**config.mk**
```make
export PLATFORM = sky130hd
export DESIGN_NAME = fetch_redirect_unit
export DESIGN_NICKNAME = d
export VERILOG_FILES = /design/src/rtl/fetch_redirect_unit.sv
export SDC_FILE = /design/constraint.sdc
export NUM_CORES = 1
export LEC_CHECK = 0
export ABC_AREA = 1
export CAP_MARGIN = 5
export CORE_AREA = 2 2 126 128
export CTS_CLUSTER_DIAMETER = 30
export CTS_CLUSTER_SIZE = 16
export DETAILED_ROUTE_END_ITERATION = 8
export DIE_AREA = 0 0 128 130
export MAX_ROUTING_LAYER = met4
export PLACE_DENSITY_LB_ADDON = 0.3
export SLEW_MARGIN = 10
export SYNTH_ARGS = -nofsm -noshare
export SYNTH_HDL_FRONTEND = slang
export SYNTH_SLANG_ARGS = --single-unit
```
**constraint.sdc**
```tcl
create_clock -name clk -period 5.1 [get_ports clk]
set_input_delay 1.02 -clock clk [delete_from_list [all_inputs] [get_ports clk]]
set_output_delay 1.02 -clock clk [all_outputs]
set_load 0.05 [all_outputs]
```
**src/rtl/fetch_redirect_unit.sv**
```systemverilog
// IF-stage program counter and IF/ID pipeline register.
// Applies the ID-stage branch/jump decision: a redirect loads the target into
// the PC and squashes the wrong-path instruction sitting in IF/ID. A hazard
// stall freezes everything. Flush events are counted in a saturating counter.
module fetch_redirect_unit #(
  parameter logic [31:0] RESET_PC  = 32'h0000_0000,
  parameter logic [31:0] NOP_INSTR = 32'h0000_0000,
  parameter int          CNT_W     = 16
) (
  input  logic             clk,
  input  logic             reset,
  input  logic             stall,
  input  logic             if_flush,
  input  logic             pc_src,
  input  logic             jump,
  input  logic [31:0]      branch_offset,
  input  logic [25:0]      jump_index,
  input  logic [31:0]      instr_in,
  output logic [31:0]      pc,
  output logic [31:0]      ifid_pc4,
  output logic [31:0]      ifid_instr,
  output logic             ifid_valid,
  output logic [CNT_W-1:0] flush_count
);

  typedef enum logic [1:0] {
    SEL_SEQ,
    SEL_BRANCH,
    SEL_JUMP
  } pc_sel_e;

  logic [31:0] pc_plus4;
  logic [31:0] branch_tgt;
  logic [31:0] jump_tgt;
  logic [31:0] next_pc;
  logic        do_flush;
  pc_sel_e     pc_sel;

  assign pc_plus4   = pc + 32'd4;
  assign branch_tgt = ifid_pc4 + (branch_offset << 2);
  assign jump_tgt   = {ifid_pc4[31:28], jump_index, 2'b00};

  // Decode the redirect: only a real instruction in IF/ID may redirect, jump beats branch.
  always_comb begin
    // NOTE: every output of a combinational block gets a default first so no latch is inferred.
    pc_sel   = SEL_SEQ;
    do_flush = if_flush;
    if (ifid_valid && jump) begin
      pc_sel   = SEL_JUMP;
      do_flush = 1'b1;
    end else if (ifid_valid && pc_src) begin
      pc_sel   = SEL_BRANCH;
      do_flush = 1'b1;
    end
  end

  // Select the next fetch address.
  always_comb begin
    next_pc = pc_plus4;
    case (pc_sel)
      SEL_JUMP:   next_pc = jump_tgt;
      SEL_BRANCH: next_pc = branch_tgt;
      default:    next_pc = pc_plus4;
    endcase
  end

  // PC and IF/ID register; a stall holds both, a flush inserts a bubble.
  always_ff @(posedge clk or posedge reset) begin
    // NOTE: sequential state uses non-blocking assignments so all registers update from pre-edge values.
    if (reset) begin
      pc         <= RESET_PC;
      ifid_pc4   <= 32'h0000_0000;
      ifid_instr <= NOP_INSTR;
      ifid_valid <= 1'b0;
    end else if (!stall) begin
      pc       <= next_pc;
      ifid_pc4 <= pc_plus4;
      if (do_flush) begin
        ifid_instr <= NOP_INSTR;
        ifid_valid <= 1'b0;
      end else begin
        ifid_instr <= instr_in;
        ifid_valid <= 1'b1;
      end
    end
  end

  // Saturating count of cycles in which a flush was applied.
  always_ff @(posedge clk or posedge reset) begin
    if (reset) begin
      flush_count <= '0;
    end else if (!stall && do_flush && (flush_count != '1)) begin
      flush_count <= flush_count + CNT_W'(1);
    end
  end

endmodule

```
# After elaboration in Yosys (flattened, before gate mapping)
# Cells that the tools add are included.
dict set report totals {
  register_bits 113
  out_inout_bits 113
  input_bits 96
  elab_cells 23
}
dict set report classes {
  eq_ne 3
  n_reduce_logical 5
  addsub 3
  n_mux 7
}
# op count
set op_table {}
lappend op_table {{one-hot mux 32 bit (2 select lines)} 1}
lappend op_table {{adder 32 x 3 -> 32 bit (second input constant)} 1}
lappend op_table {{adder 32 bit} 1}
lappend op_table {{2-to-1 mux 32 bit} 1}
lappend op_table {{adder 16 x 1 -> 16 bit (second input constant)} 1}
lappend op_table {{inequality test 16 bit (second input constant)} 1}
lappend op_table {{logical AND 1 bit} 4}
lappend op_table {{2-to-1 mux 1 bit} 4}
lappend op_table {{== test 2 x 1 -> 1 bit (second input constant)} 1}
lappend op_table {{== test 2 bit (second input constant)} 1}
lappend op_table {{2-to-1 mux 2 bit} 1}
lappend op_table {{logical NOT 1 bit} 1}

# Logic depth before layout (Yosys ltp)
# Gate-level depths: netlist (run 1).
dict set report depth {
  ltp_word 5
  depth_mapped 14
  depth_no_buf 14
}

# Least setup slack after synthesis (run 1)
# OpenSTA, ideal clock, no wires.
dict set report synth_timing {
  path_type {input-to-reg}
  startpoint {input branch_offset[0]}
  endpoint {register pc[22]}
  setup_ps 130
  t_required_ps 4970
  slack_ps 2473
  stages 11
  n_path_buf 0
  arrival_ps 2497
  path_cell_list {ha_1 fa_1 nand3_1 nand3_1 nand3_1 nand3_1 nand2_1 nand2_1 or2_0 nand3_1 nand4_1}
}
dict set report synth_between {
  elab_chain_len 2
}
# element line_no
set synth_lines {}
lappend synth_lines {{from (decl)} 16} ;# input logic [31:0] branch_offset,
lappend synth_lines {{adder 32 bit} 40} ;# assign branch_tgt = ifid_pc4 + (branch_offset << 2);
lappend synth_lines {{one-hot mux 32 bit (2 select lines)} 60} ;# case (pc_sel)
lappend synth_lines {{to (signal assigned)} 76} ;# pc <= next_pc;
lappend synth_lines {{to (decl)} 19} ;# output logic [31:0] pc,
# Every way passes these cells.
# A chain may end at the register's enable or synchronous reset.

# Worst setup path after layout (run 1)
dict set report layout_timing {
  startpoint {input branch_offset[0]}
  endpoint {register pc[16]}
}
# The elaborated chain is that of the path after synthesis.

==> run summary, run 1 <==
* 450.8 mW/mm2 — power per unit of standard cell area
* 17 — number of buffers inserted during clock tree synthesis
* 0.01542 mm2 — Core Box Area
* 44.92% — switching part of the total power
* 0 — antenna cell count
* 5 — CP Max Fanout
* 113 — flops & latches, synth
* 0 — residual overflow from global routing
* 128 um — die outline width
* 1377 — Nets
* compound AO/OA/AOI/OAI gates — critical path's top delay family
* 4 — deepest level of the CTS H-tree
* sky130_fd_sc_hd__dfrtp_1 — most common flop cell mapped by yosys
* 0 — yosys warns
* 5.390 — detailed-route vias per instance
* 5.309% — fraction of layout instances using a drive strength above 1
* sky130_fd_sc_hd__nand2_1 (342), sky130_fd_sc_hd__dfrtp_1 (113), sky130_fd_sc_hd__inv_1 (104), sky130_fd_sc_hd__nor2_1 (101), sky130_fd_sc_hd__nand3_1 (74) — most used standard cells in the synthesized netlist
* 0 ps — Fin Setup TNS
* 4.810 nW — Pleak
* 46 — std cell rows
* 1 — number of buffers and inverters on the critical path
* pc[16] — end point of the critical path
* 1422 — count of placed standard cells including taps
* input port — startpoint type of the worst setup path
* 38.46% — area share of the largest cell type after synthesis
* 0 — post-detailed-route DRC marker count
* 32.23% — simple logic cell fraction of the synthesized area
* sky130_fd_sc_hd__nand3_1 — cell type with the highest occurrence count on the critical path
* 44 — library cells used by synthesis
* 634 — drt first-iter violations
* sky130_fd_sc_hd__clkbuf_16 — root buffer cell
* 37650 um — wire length of the first global-routing pass
* 7.029 um2 — Mapped Avg Cell Area
* branch_offset[0] — startpoint of the worst setup timing path
* 5380 ps — required time worst endpoint
* 26.4% — Clk network pwr share
* 1126 ps — actual slew at the worst max-slew pin
* 4.170% — xor-xnor portion of the synthesized cell area
* 3194 ps — final period demand of the worst path
* 47.63% — met2 track demand over resource in global routing
* 2520 ps — flop2flop setup slack
* 0 — Antenna Violating Nets Remaining
* 38.39% — grt met1 use
* 8 — number of cells on the worst reg-to-reg path
* 50 ps — clock-pin transition on the worst setup and hold timing paths
* flip-flop — critical path endpoint category
* 313.1 MHz — maximum operating frequency
* pc[16] — Crit Reg-Reg Endpoint
* sky130_fd_sc_hd__dfrtp_1 — cell type with the largest total area after synthesis
* 47.66% — initial core utilization
* 28.4% — part of the power in registers
* 0.9429 — last weighted congestion value of the routability-driven placer
* 0 — number of endpoints failing setup at the final stage
* 0.01664 mm2 — Die ar.
* 0.002530 W — internal power contribution
* input port to flip-flop — Critical Setup Path Class
* 2 — worst-case clock buffer depth
* finished, final reports clean — run status
* 38.46% — sequential share of the synthesized area
* 206 — # port buffers
* 130 um — DIE HEIGHT
* clkdlybuf4s50_1 -> ha_1 -> fa_1 -> nand3_1 -> nand3_1 -> a21oi_1 -> o21ai_0 -> o21ai_0 -> nand3_1 — cell-by-cell listing of the critical path
* met2 — busiest layer in global routing
* 71 — maximum number of pins on one net before global-route repair
* 0.002063 W — power dissipated by switching net loads
* 479.8 ps — Worst Hold Slack
* 38.58% — area grow syn2layout
* 0 — Max Slew Vio Count
* 0 — hold-fix buffers at CTS
* 7316 — vias in the first global route
* 0% — mux contribution to synthesized area
* 6.048 ps — worst setup skew after layout
* 209 — Top-Level Pins
* 0.0002712 V — worst IR drop on VDD
* 5.548% — adder and majority gate portion of the synthesized area
* 24360 um — total wirelength of the detailed-routed design
* sky130_fd_sc_hd__dfrtp_1 (38%), sky130_fd_sc_hd__nand2_1 (17%), sky130_fd_sc_hd__inv_1 (5.3%), sky130_fd_sc_hd__ha_1 (5.3%), sky130_fd_sc_hd__nor2_1 (5.2%) — top area cells in the synthesized netlist
* 3470 ps — arrival time at the worst endpoint
* 7.790% — met3 GRT Util
* 45.2% — portion of total power attributed to combinational logic
* 1046 — Synth Instances
* 7837 — detailed-route via count
* 0.007352 mm2 — Mapped Area
* simple AND/OR/NAND/NOR gates — main combinational cell family by area after synthesis
* 18230 um — HPWL reported at the end of detailed placement
* 30.49% — Total Routing Usage GR
* 113 — clock net sink count
* 0 — max-cap violations
* done — clock tree from TritonCTS
* 0 — Post-synth EDFFs
* 24.71% — Max transition margin
* 100.0% — Synth async-reset ratio
* 1174 — total nets after synthesis
* sky130_fd_sc_hd__fa_1 — Slowest cell on crit path
* 420 ps — clock latency of the later-clocked register in the worst-skew pair
* ifid_pc4[2] — Worst R2R Start
* 12.24% — synthesized-area fraction occupied by ao, oa, aoi and oai cells
* 5 — number of detailed-route iterations in the first pass
* 62.63% — Final Cycle Share
* 0 — antenna violations before repair
* 16.76 um — average wire length per cell after detail routing
* 0 — buffers inserted by post-CTS timing repair
* flip-flop to flip-flop — type of the worst min-delay path
* 0 — Hold Vio Cnt, Final
* sky130_fd_sc_hd__nand2_1 — most used standard cell by instance count after synthesis
* 1454 — Final Non-Filler Cells
* 0 — number of cells upsized or downsized after cts
* 1369 — number of filler cells placed in the layout
* 9 — number of cells on the critical path
* no — setup repair after global routing missed its margin
* 500 ps — delay of the slowest critical-path stage
## metrics by stage
stage,total power [W],cell area (um2),util [%],worst slack [ps]
5_1_grt,0.004830,10190,66.05,1865
4_1_cts,0.004595,10190,66.05,1995
3_3_place_gp,0.003341,9587,62.15,1609
2_1_floorplan,0.002641,7352,-,1093
6_report,0.004593,10190,66.05,1906
3_5_place_dp,0.003369,9587,62.15,1566
## registers in the layout, indices dropped and copies added (netlist names)
name	count
flush_count	16
pc	32
ifid_pc4	32
ifid_valid	1
ifid_instr	32
## power groups by stage
stage               sequential, W  clock, W  combinational [W]
floorplan                 0.00188         0           0.000763
global placement          0.00131         0            0.00203
detailed placement        0.00131         0            0.00206
CTS                       0.00130   0.00123            0.00207
global route              0.00133   0.00127            0.00223
finish                    0.00131   0.00121            0.00208
## worst min-delay path by stage
stage | end | depth (start not counted) | startpoint | slack, ps
finish | ifid_instr[9] | 2 | ifid_instr[9] | 480
floorplan | ifid_pc4[0] | 2 | pc[0] | 510
global route | ifid_instr[7] | 2 | ifid_instr[7] | 510
CTS | ifid_instr[7] | 2 | ifid_instr[7] | 490
detailed placement | ifid_instr[7] | 2 | ifid_instr[7] | 470
global placement | ifid_instr[7] | 2 | ifid_instr[7] | 460
## cell type report
cell class | count | area, um2 | share of cell area [%]
clock inverter | 11 | 131.4 | 1.289
multi-input combinational | 792 | 3984 | 39.10
tap | 192 | 240.2 | 2.358
sequential | 113 | 2828 | 27.75
clock buffer | 21 | 470.5 | 4.617
inverter | 112 | 422.9 | 4.151
timing repair buffer | 213 | 2112 | 20.73
## layer usage
layer | part of all wire, % | wire (um)
met1 | 41 | 10070
met2 | 46 | 11270
met3 | 9.6 | 2327
met4 | 2.9 | 698
met5 | 0 | 0
## kinds of logic (layout without fill, tap and decap cells)
group	count (synthesis)	count (layout)
flops	113	113
xor+xnor	35	35
buf+inv	141	357
simple gates	565	565
fa+ha+maj	32	32
compound gates	160	160
## layout by cell type (no fill, tap or decap), types with 3 or more instances in the layout
cell type                         count
sky130_fd_sc_hd__nand2_1            342
sky130_fd_sc_hd__clkdlybuf4s50_1    205
sky130_fd_sc_hd__dfrtp_1            113
sky130_fd_sc_hd__inv_1              103
sky130_fd_sc_hd__nor2_1             101
sky130_fd_sc_hd__nand3_1             74
sky130_fd_sc_hd__o21ai_0             69
sky130_fd_sc_hd__a21oi_1             54
sky130_fd_sc_hd__ha_1                31
sky130_fd_sc_hd__xor2_1              19
sky130_fd_sc_hd__clkbuf_16           17
sky130_fd_sc_hd__xnor2_1             16
sky130_fd_sc_hd__nand4_1             13
sky130_fd_sc_hd__buf_4                8
sky130_fd_sc_hd__nand3b_1             7
sky130_fd_sc_hd__inv_2                7
sky130_fd_sc_hd__o211ai_1             7
sky130_fd_sc_hd__nor3_1               6
sky130_fd_sc_hd__o2111ai_1            6
sky130_fd_sc_hd__clkinv_4             5
sky130_fd_sc_hd__or2_2                4
sky130_fd_sc_hd__nor2_2               4
sky130_fd_sc_hd__nor3_2               4
sky130_fd_sc_hd__a31oi_1              4
sky130_fd_sc_hd__a22oi_1              3
sky130_fd_sc_hd__o21ai_1              3
sky130_fd_sc_hd__clkbuf_8             3
sky130_fd_sc_hd__clkinvlp_4           3
## tightest hold or removal path, stage by stage, from the launching register on
cell                      delay (ps)
sky130_fd_sc_hd__dfrtp_1         340
sky130_fd_sc_hd__nand2_1          50
sky130_fd_sc_hd__o21ai_0          60
No activity file was read; power rests on OpenSTA's default activity.
==> inputs of run 2 (changes only) <==
==> constraint.sdc (replaced) <==
create_clock -name clk -period 3.3 [get_ports clk]
set_input_delay 0.66 -clock clk [delete_from_list [all_inputs] [get_ports clk]]
set_output_delay 0.66 -clock clk [all_outputs]
set_load 0.05 [all_outputs]
==> run 2 against run 1 <==
Net effect: die area unchanged; first-iteration DRC count grew 23%; largest cell class unchanged; sequential power is 54% higher; critical endpoint unchanged; core utilization increased by 0.33 points; sequential share of layout area fell by 0.14 points; via count is 0.31% higher; worst setup slack worse by 1400 ps.
==> run summary, run 2 (synthesis gave the netlist of run 1 again) <==
* 8 — number of cells on the worst reg-to-reg path
* 66.39% — utilization of the core after routing
* 47.56% — met2 track demand over resource in global routing
* done — clock tree from TritonCTS
* input port — startpoint type of the worst setup path
* 0 ps — Fin Setup TNS
* 206 — # port buffers
* 6.765% — met3 GRT Util
* flip-flop — critical path endpoint category
* sky130_fd_sc_hd__nand2_1 (342), sky130_fd_sc_hd__clkdlybuf4s50_1 (205), sky130_fd_sc_hd__dfrtp_1 (113), sky130_fd_sc_hd__inv_1 (103), sky130_fd_sc_hd__nor2_1 (101) — commonest non-fill, non-tap cells in the layout
* 2 — worst-case clock buffer depth
* 39.28% — area grow syn2layout
* ifid_instr[25] — end point of the worst hold path
* 1382 — Nets
* ifid_instr: 32 flops, ifid_pc4: 32 flops, pc: 32 flops — Largest regs
* 3580 ps — required time worst endpoint
* 7381 — vias in the first global route
* 5.683% — fraction of layout instances using a drive strength above 1
* 0 — residual overflow from global routing
* 0.01542 mm2 — Core Box Area
* 0 — hold-fix buffers at CTS
* 28.5% — part of the power in registers
* met2 — busiest layer in global routing
* 5 — CP Max Fanout
* 0 — antenna cell count
* 869.6 ps — actual slew at the worst max-slew pin
* finished, final reports clean — run status
* 45.4% — portion of total power attributed to combinational logic
* 5 — number of detailed-route iterations in the first pass
* 4 — deepest level of the CTS H-tree
* 41.91% — Max transition margin
* 113 — clock net sink count
* 2 — hold-critical path depth
* 693.7 mW/mm2 — power per unit of standard cell area
* 45.11% — switching part of the total power
* 61 — maximum number of pins on one net before global-route repair
* 17 — number of buffers inserted during clock tree synthesis
* 18590 um — HPWL reported at the end of detailed placement
* sky130_fd_sc_hd__nand2_1 — most common library cell in the layout ignoring fill and taps
* 60 ps — clock-pin transition on the worst setup and hold timing paths
* 39.55% — grt met1 use
* no — setup repair after global routing missed its margin
* ifid_pc4[2] — Worst R2R Start
* 26.1% — Clk network pwr share
* 128 um — die outline width
* 0 — Antenna Violating Nets Remaining
* 0.003899 W — internal power contribution
* 0.9991 — last weighted congestion value of the routability-driven placer
* 2779 ps — final period demand of the worst path
* 209 — Top-Level Pins
* 7861 — detailed-route via count
* 5.388 — detailed-route vias per instance
* 0 — Max Slew Vio Count
* input port to flip-flop — Critical Setup Path Class
* 46 — std cell rows
* sky130_fd_sc_hd__clkbuf_16 — root buffer cell
* 420 ps — clock latency of the later-clocked register in the worst-skew pair
* 0 — Hold Vio Cnt, Final
* 0 — number of cells upsized or downsized after cts
* 47.66% — initial core utilization
* 770 ps — flop2flop setup slack
* 16.92 um — average wire length per cell after detail routing
* 4.836 nW — Pleak
* 0.01664 mm2 — Die ar.
* 0 — buffers inserted by post-CTS timing repair
* 0 — antenna violations before repair
* 0.0003963 V — worst IR drop on VDD
* 0 — post-detailed-route DRC marker count
* 38180 um — wire length of the first global-routing pass
* 0 — max-cap violations
* 130 um — DIE HEIGHT
* flip-flop to flip-flop — type of the worst min-delay path
* 780 — drt first-iter violations
* 84.20% — Final Cycle Share
* 359.9 MHz — maximum operating frequency
* 0 — number of endpoints failing setup at the final stage
* 1337 — number of filler cells placed in the layout
* 3050 ps — arrival time at the worst endpoint
* 24680 um — total wirelength of the detailed-routed design
* 30.83% — Total Routing Usage GR
* 8.402 ps — worst setup skew after layout
* 0.003205 W — power dissipated by switching net loads
* pc[16] — Crit Reg-Reg Endpoint
* ifid_instr[25] — startpoint of the tightest hold check path
[run 2: stage by stage]
step                      worst slack, ps  area [um2]  cells  hold WS [ps]  power, W
final                               521.4       10240   1459         480.7  0.007104
after floorplan                      1033        7356   1046         512.1  0.004082
after global routing                436.4       10240   1459         511.7  0.007465
after global placement              252.0        9651   1427         464.8  0.005194
after detailed placement            255.2        9651   1427         471.9  0.005225
after CTS                           675.5       10240   1459         485.9  0.007097
[run 2: worst max-delay path: stages]
cell                              delay [ps]
sky130_fd_sc_hd__clkdlybuf4s50_1         400
sky130_fd_sc_hd__ha_1                    230
sky130_fd_sc_hd__fa_1                    440
sky130_fd_sc_hd__nand3_1                 110
sky130_fd_sc_hd__nand3_1                 160
sky130_fd_sc_hd__a21oi_1                 270
sky130_fd_sc_hd__o21ai_0                 260
sky130_fd_sc_hd__o21ai_0                 410
sky130_fd_sc_hd__nand3_1                 110
[run 2: area by class of cell]
class / instances / area, um2 / share of cell area [%]
repair buffers: 218 / 2175 / 21.24
flip-flops and latches: 113 / 2828 / 27.61
multi-input cells: 792 / 3984 / 38.91
clock inverters: 12 / 132.6 / 1.295
clock buffers: 20 / 456.7 / 4.460
inverters: 112 / 424.2 / 4.142
well taps: 192 / 240.2 / 2.346
[run 2: worst max-delay path by stage]
stage	start	endpoint	slack (ps)	cells after the start
after floorplan	branch_offset[0]	pc[22]	1030	11
after global placement	branch_offset[0]	pc[16]	250	9
after detailed placement	branch_offset[0]	pc[16]	260	9
after CTS	branch_offset[0]	pc[16]	680	9
after global routing	branch_offset[0]	pc[16]	440	9
final	branch_offset[0]	pc[16]	520	9
[run 2: power by group through the flow]
| stage | clock network (W) | logic (W) | registers (W) |
|---|---|---|---|
| after floorplan | 0 | 0.00118 | 0.00290 |
| after global placement | 0 | 0.00317 | 0.00203 |
| after detailed placement | 0 | 0.00319 | 0.00203 |
| after CTS | 0.00188 | 0.00321 | 0.00201 |
| after global routing | 0.00195 | 0.00346 | 0.00206 |
| final | 0.00185 | 0.00323 | 0.00202 |
[run 2: per-layer routing]
metal | wire, um | up-vias
li1 | - | 3816
met1 | 10560 | 3613
met2 | 11220 | 378
met3 | 2089 | 54
met4 | 815 | 0
met5 | 0 | -
==> inputs of run 3 (changes only) <==
--- a/config.mk
+++ b/config.mk
@@ -7,11 +7,11 @@
 export LEC_CHECK = 0
 export ABC_AREA = 1
 export CAP_MARGIN = 5
-export CORE_AREA = 2 2 126 128
+export CORE_AREA = 2 2 133 135
 export CTS_CLUSTER_DIAMETER = 30
 export CTS_CLUSTER_SIZE = 16
 export DETAILED_ROUTE_END_ITERATION = 8
-export DIE_AREA = 0 0 128 130
+export DIE_AREA = 0 0 135 137
 export MAX_ROUTING_LAYER = met4
 export PLACE_DENSITY_LB_ADDON = 0.3
 export SLEW_MARGIN = 10
==> constraint.sdc (replaced) <==
create_clock -name clk -period 2.5 [get_ports clk]
set_input_delay 0.5 -clock clk [delete_from_list [all_inputs] [get_ports clk]]
set_output_delay 0.5 -clock clk [all_outputs]
set_load 0.05 [all_outputs]
==> run 3 against run 2 <==
Net effect: sequential power grew 32%; sequential share of layout area down 1.0 points; power is 39% higher.
==> run summary, run 3 (synthesis gave the netlist of run 1 again) <==
* 1590 — number of filler cells placed in the layout
* 48 — std cell rows
* 8.596% — fraction of layout instances using a drive strength above 1
* 5.054 nW — Pleak
* 0.0006452 V — worst IR drop on VDD
* buffers and inverters — critical path's top delay family
* 59.52% — Max transition margin
* 44.76% — area grow syn2layout
* 62.40% — utilization of the core after routing
* flip-flop to output port — Critical Setup Path Class
* 0 — post-detailed-route DRC marker count
* 0 — Antenna Violating Nets Remaining
* 0 — max-cap violations
* 60 ps — clock-pin transition on the worst setup and hold timing paths
* 1810 ps — arrival time at the worst endpoint
* ifid_instr[14] — startpoint of the tightest hold check path
* 5 — number of detailed-route iterations in the first pass
* finished, final reports clean — run status
* 8.756 ps — worst setup skew after layout
* ifid_pc4[2] — Worst R2R Start
* 135 um — die outline width
* 2 — worst-case clock buffer depth
* 0.01850 mm2 — Die ar.
* 0 — antenna cell count
* 2000 ps — required time worst endpoint
* 25960 um — total wirelength of the detailed-routed design
* 7542 — vias in the first global route
* 0 — antenna violations before repair
* 929.4 mW/mm2 — power per unit of standard cell area
* 17 — number of buffers inserted during clock tree synthesis
* sky130_fd_sc_hd__nand2_1 (342), sky130_fd_sc_hd__clkdlybuf4s50_1 (204), sky130_fd_sc_hd__dfrtp_1 (113), sky130_fd_sc_hd__inv_1 (103), sky130_fd_sc_hd__nor2_1 (101) — commonest non-fill, non-tap cells in the layout
* 605.3 ps — actual slew at the worst max-slew pin
* 0.9562 — last weighted congestion value of the routability-driven placer
* 137 um — DIE HEIGHT
* done — clock tree from TritonCTS
* 19740 um — HPWL reported at the end of detailed placement
* 0 — number of endpoints failing setup at the final stage
* 632 — drt first-iter violations
* output port — critical path endpoint category
* 7872 — detailed-route via count
* pc[26] — startpoint of the worst setup timing path
* 29.21% — Total Routing Usage GR
* 420 ps — clock latency of the later-clocked register in the worst-skew pair
* ifid_instr[14] — end point of the worst hold path
* 209 — Top-Level Pins
* ifid_instr: 32 flops, ifid_pc4: 32 flops, pc: 32 flops — Largest regs
* 2314 ps — final period demand of the worst path
* 11 — number of cells on the worst reg-to-reg path
* clkdlybuf4s50_1 — cell-by-cell listing of the critical path
* sky130_fd_sc_hd__nand2_1 — most common library cell in the layout ignoring fill and taps
* sky130_fd_sc_hd__clkbuf_16 — root buffer cell
* 4 — deepest level of the CTS H-tree
* 113 — clock net sink count
* 92.58% — Final Cycle Share
* 5.152 — detailed-route vias per instance
* 0.009891 W — total power consumption of the routed design
* 870 ps — delay of the slowest critical-path stage
* 0.01706 mm2 — Core Box Area
* sky130_fd_sc_hd__clkdlybuf4s50_1 — Slowest cell on crit path
* 1418 — Nets
* 0 — residual overflow from global routing
* 1 — number of buffers and inverters on the critical path
* 2 — hold-critical path depth
* flip-flop — startpoint type of the worst setup path
* 1496 — count of placed standard cells including taps
* 39750 um — wire length of the first global-routing pass
* 0 — hold-fix buffers at CTS
* pc[22] — Crit Reg-Reg Endpoint
* 108 — maximum number of pins on one net before global-route repair
* 290 ps — flop2flop setup slack
* no — setup repair after global routing missed its margin
* 7 — CP Max Fanout
* 43.10% — initial core utilization
* 0 — Max Slew Vio Count
* 185.5 ps — post-route worst setup slack
* 432.1 MHz — maximum operating frequency
* 0 — Hold Vio Cnt, Final
* -263.8 ps — worst slack at placement
* 1528 — Final Non-Filler Cells
* 206 — # port buffers
* 16.99 um — average wire length per cell after detail routing
* flip-flop to flip-flop — type of the worst min-delay path
run 3: changes by cell type in the layout (fill, tap and decap cells not counted):
cell	previous run	this run
sky130_fd_sc_hd__a21oi_1	54	53
sky130_fd_sc_hd__clkinv_2	3	0
sky130_fd_sc_hd__buf_4	11	46
sky130_fd_sc_hd__inv_6	2	5
sky130_fd_sc_hd__clkinvlp_4	4	3
sky130_fd_sc_hd__clkbuf_1	1	0
sky130_fd_sc_hd__buf_12	2	4
sky130_fd_sc_hd__nand3_1	74	73
sky130_fd_sc_hd__clkdlybuf4s50_1	205	204
sky130_fd_sc_hd__nand3_2	0	1
sky130_fd_sc_hd__a21oi_2	0	1
sky130_fd_sc_hd__bufinv_16	2	4
run 3: layout make-up:
cell class / instances / area (um2) / area share [%]
clock buffers: 19 / 452.9 / 4.256
clock inverters: 13 / 196.4 / 1.846
inverters: 112 / 424.2 / 3.985
multi-input cells: 792 / 3993 / 37.51
flip-flops and latches: 113 / 2828 / 26.57
well taps: 225 / 281.5 / 2.645
repair buffers: 254 / 2467 / 23.18
run 3: repair_timing:
action | 4_1_cts | 5_1_grt
endpoints found under the hold margin | 0 | 0
setup endpoints to repair | 0 | 2
setup buffers | 0 | 0
resized for setup | 0 | 2
run 3: per-layer routing:
| metal | wire length (um) | GRT usage [%] | up-vias |
|---|---|---|---|
| met4 | 544 | 9.375 | 0 |
| li1 | - | - | 3888 |
| met1 | 11260 | 37.92 | 3630 |
| met2 | 11900 | 44.84 | 321 |
| met3 | 2259 | 7.556 | 33 |
| met5 | 0 | - | - |
run 3: per-stage QoR:
step	instance area, um2	TNS [ps]	hold WS (ps)
floorplan	7356	0	512.1
global placement	9985	-1530	464.8
detailed placement	9985	-1818	472.0
CTS	10630	0	486.4
global route	10640	0	500.4
finish	10640	0	482.7
run 3: tightest hold or removal path: stages, from the launching register on:
cell and delay (ps):
sky130_fd_sc_hd__dfrtp_1 340, sky130_fd_sc_hd__nand2_1 50, sky130_fd_sc_hd__o21ai_0 60
run 3: how the worst max path moves through the flow:
| stage | end | slack, ps | depth (start not counted) |
|---|---|---|---|
| 2_1_floorplan | pc[22] | 250 | 11 |
| 3_3_place_gp | pc[22] | -240 | 12 |
| 3_5_place_dp | pc[22] | -260 | 12 |
| 4_1_cts | pc[22] | 160 | 12 |
| 5_1_grt | pc[24] | 60 | 11 |
| 6_report | pc[26] | 190 | 1 |
run 3: where the power goes:
group / internal (W) / switching, W
logic: 0.00162 / 0.00290
registers: 0.00219 / 0.000476
clock network: 0.00174 / 0.000966
total: 0.00555 / 0.00435
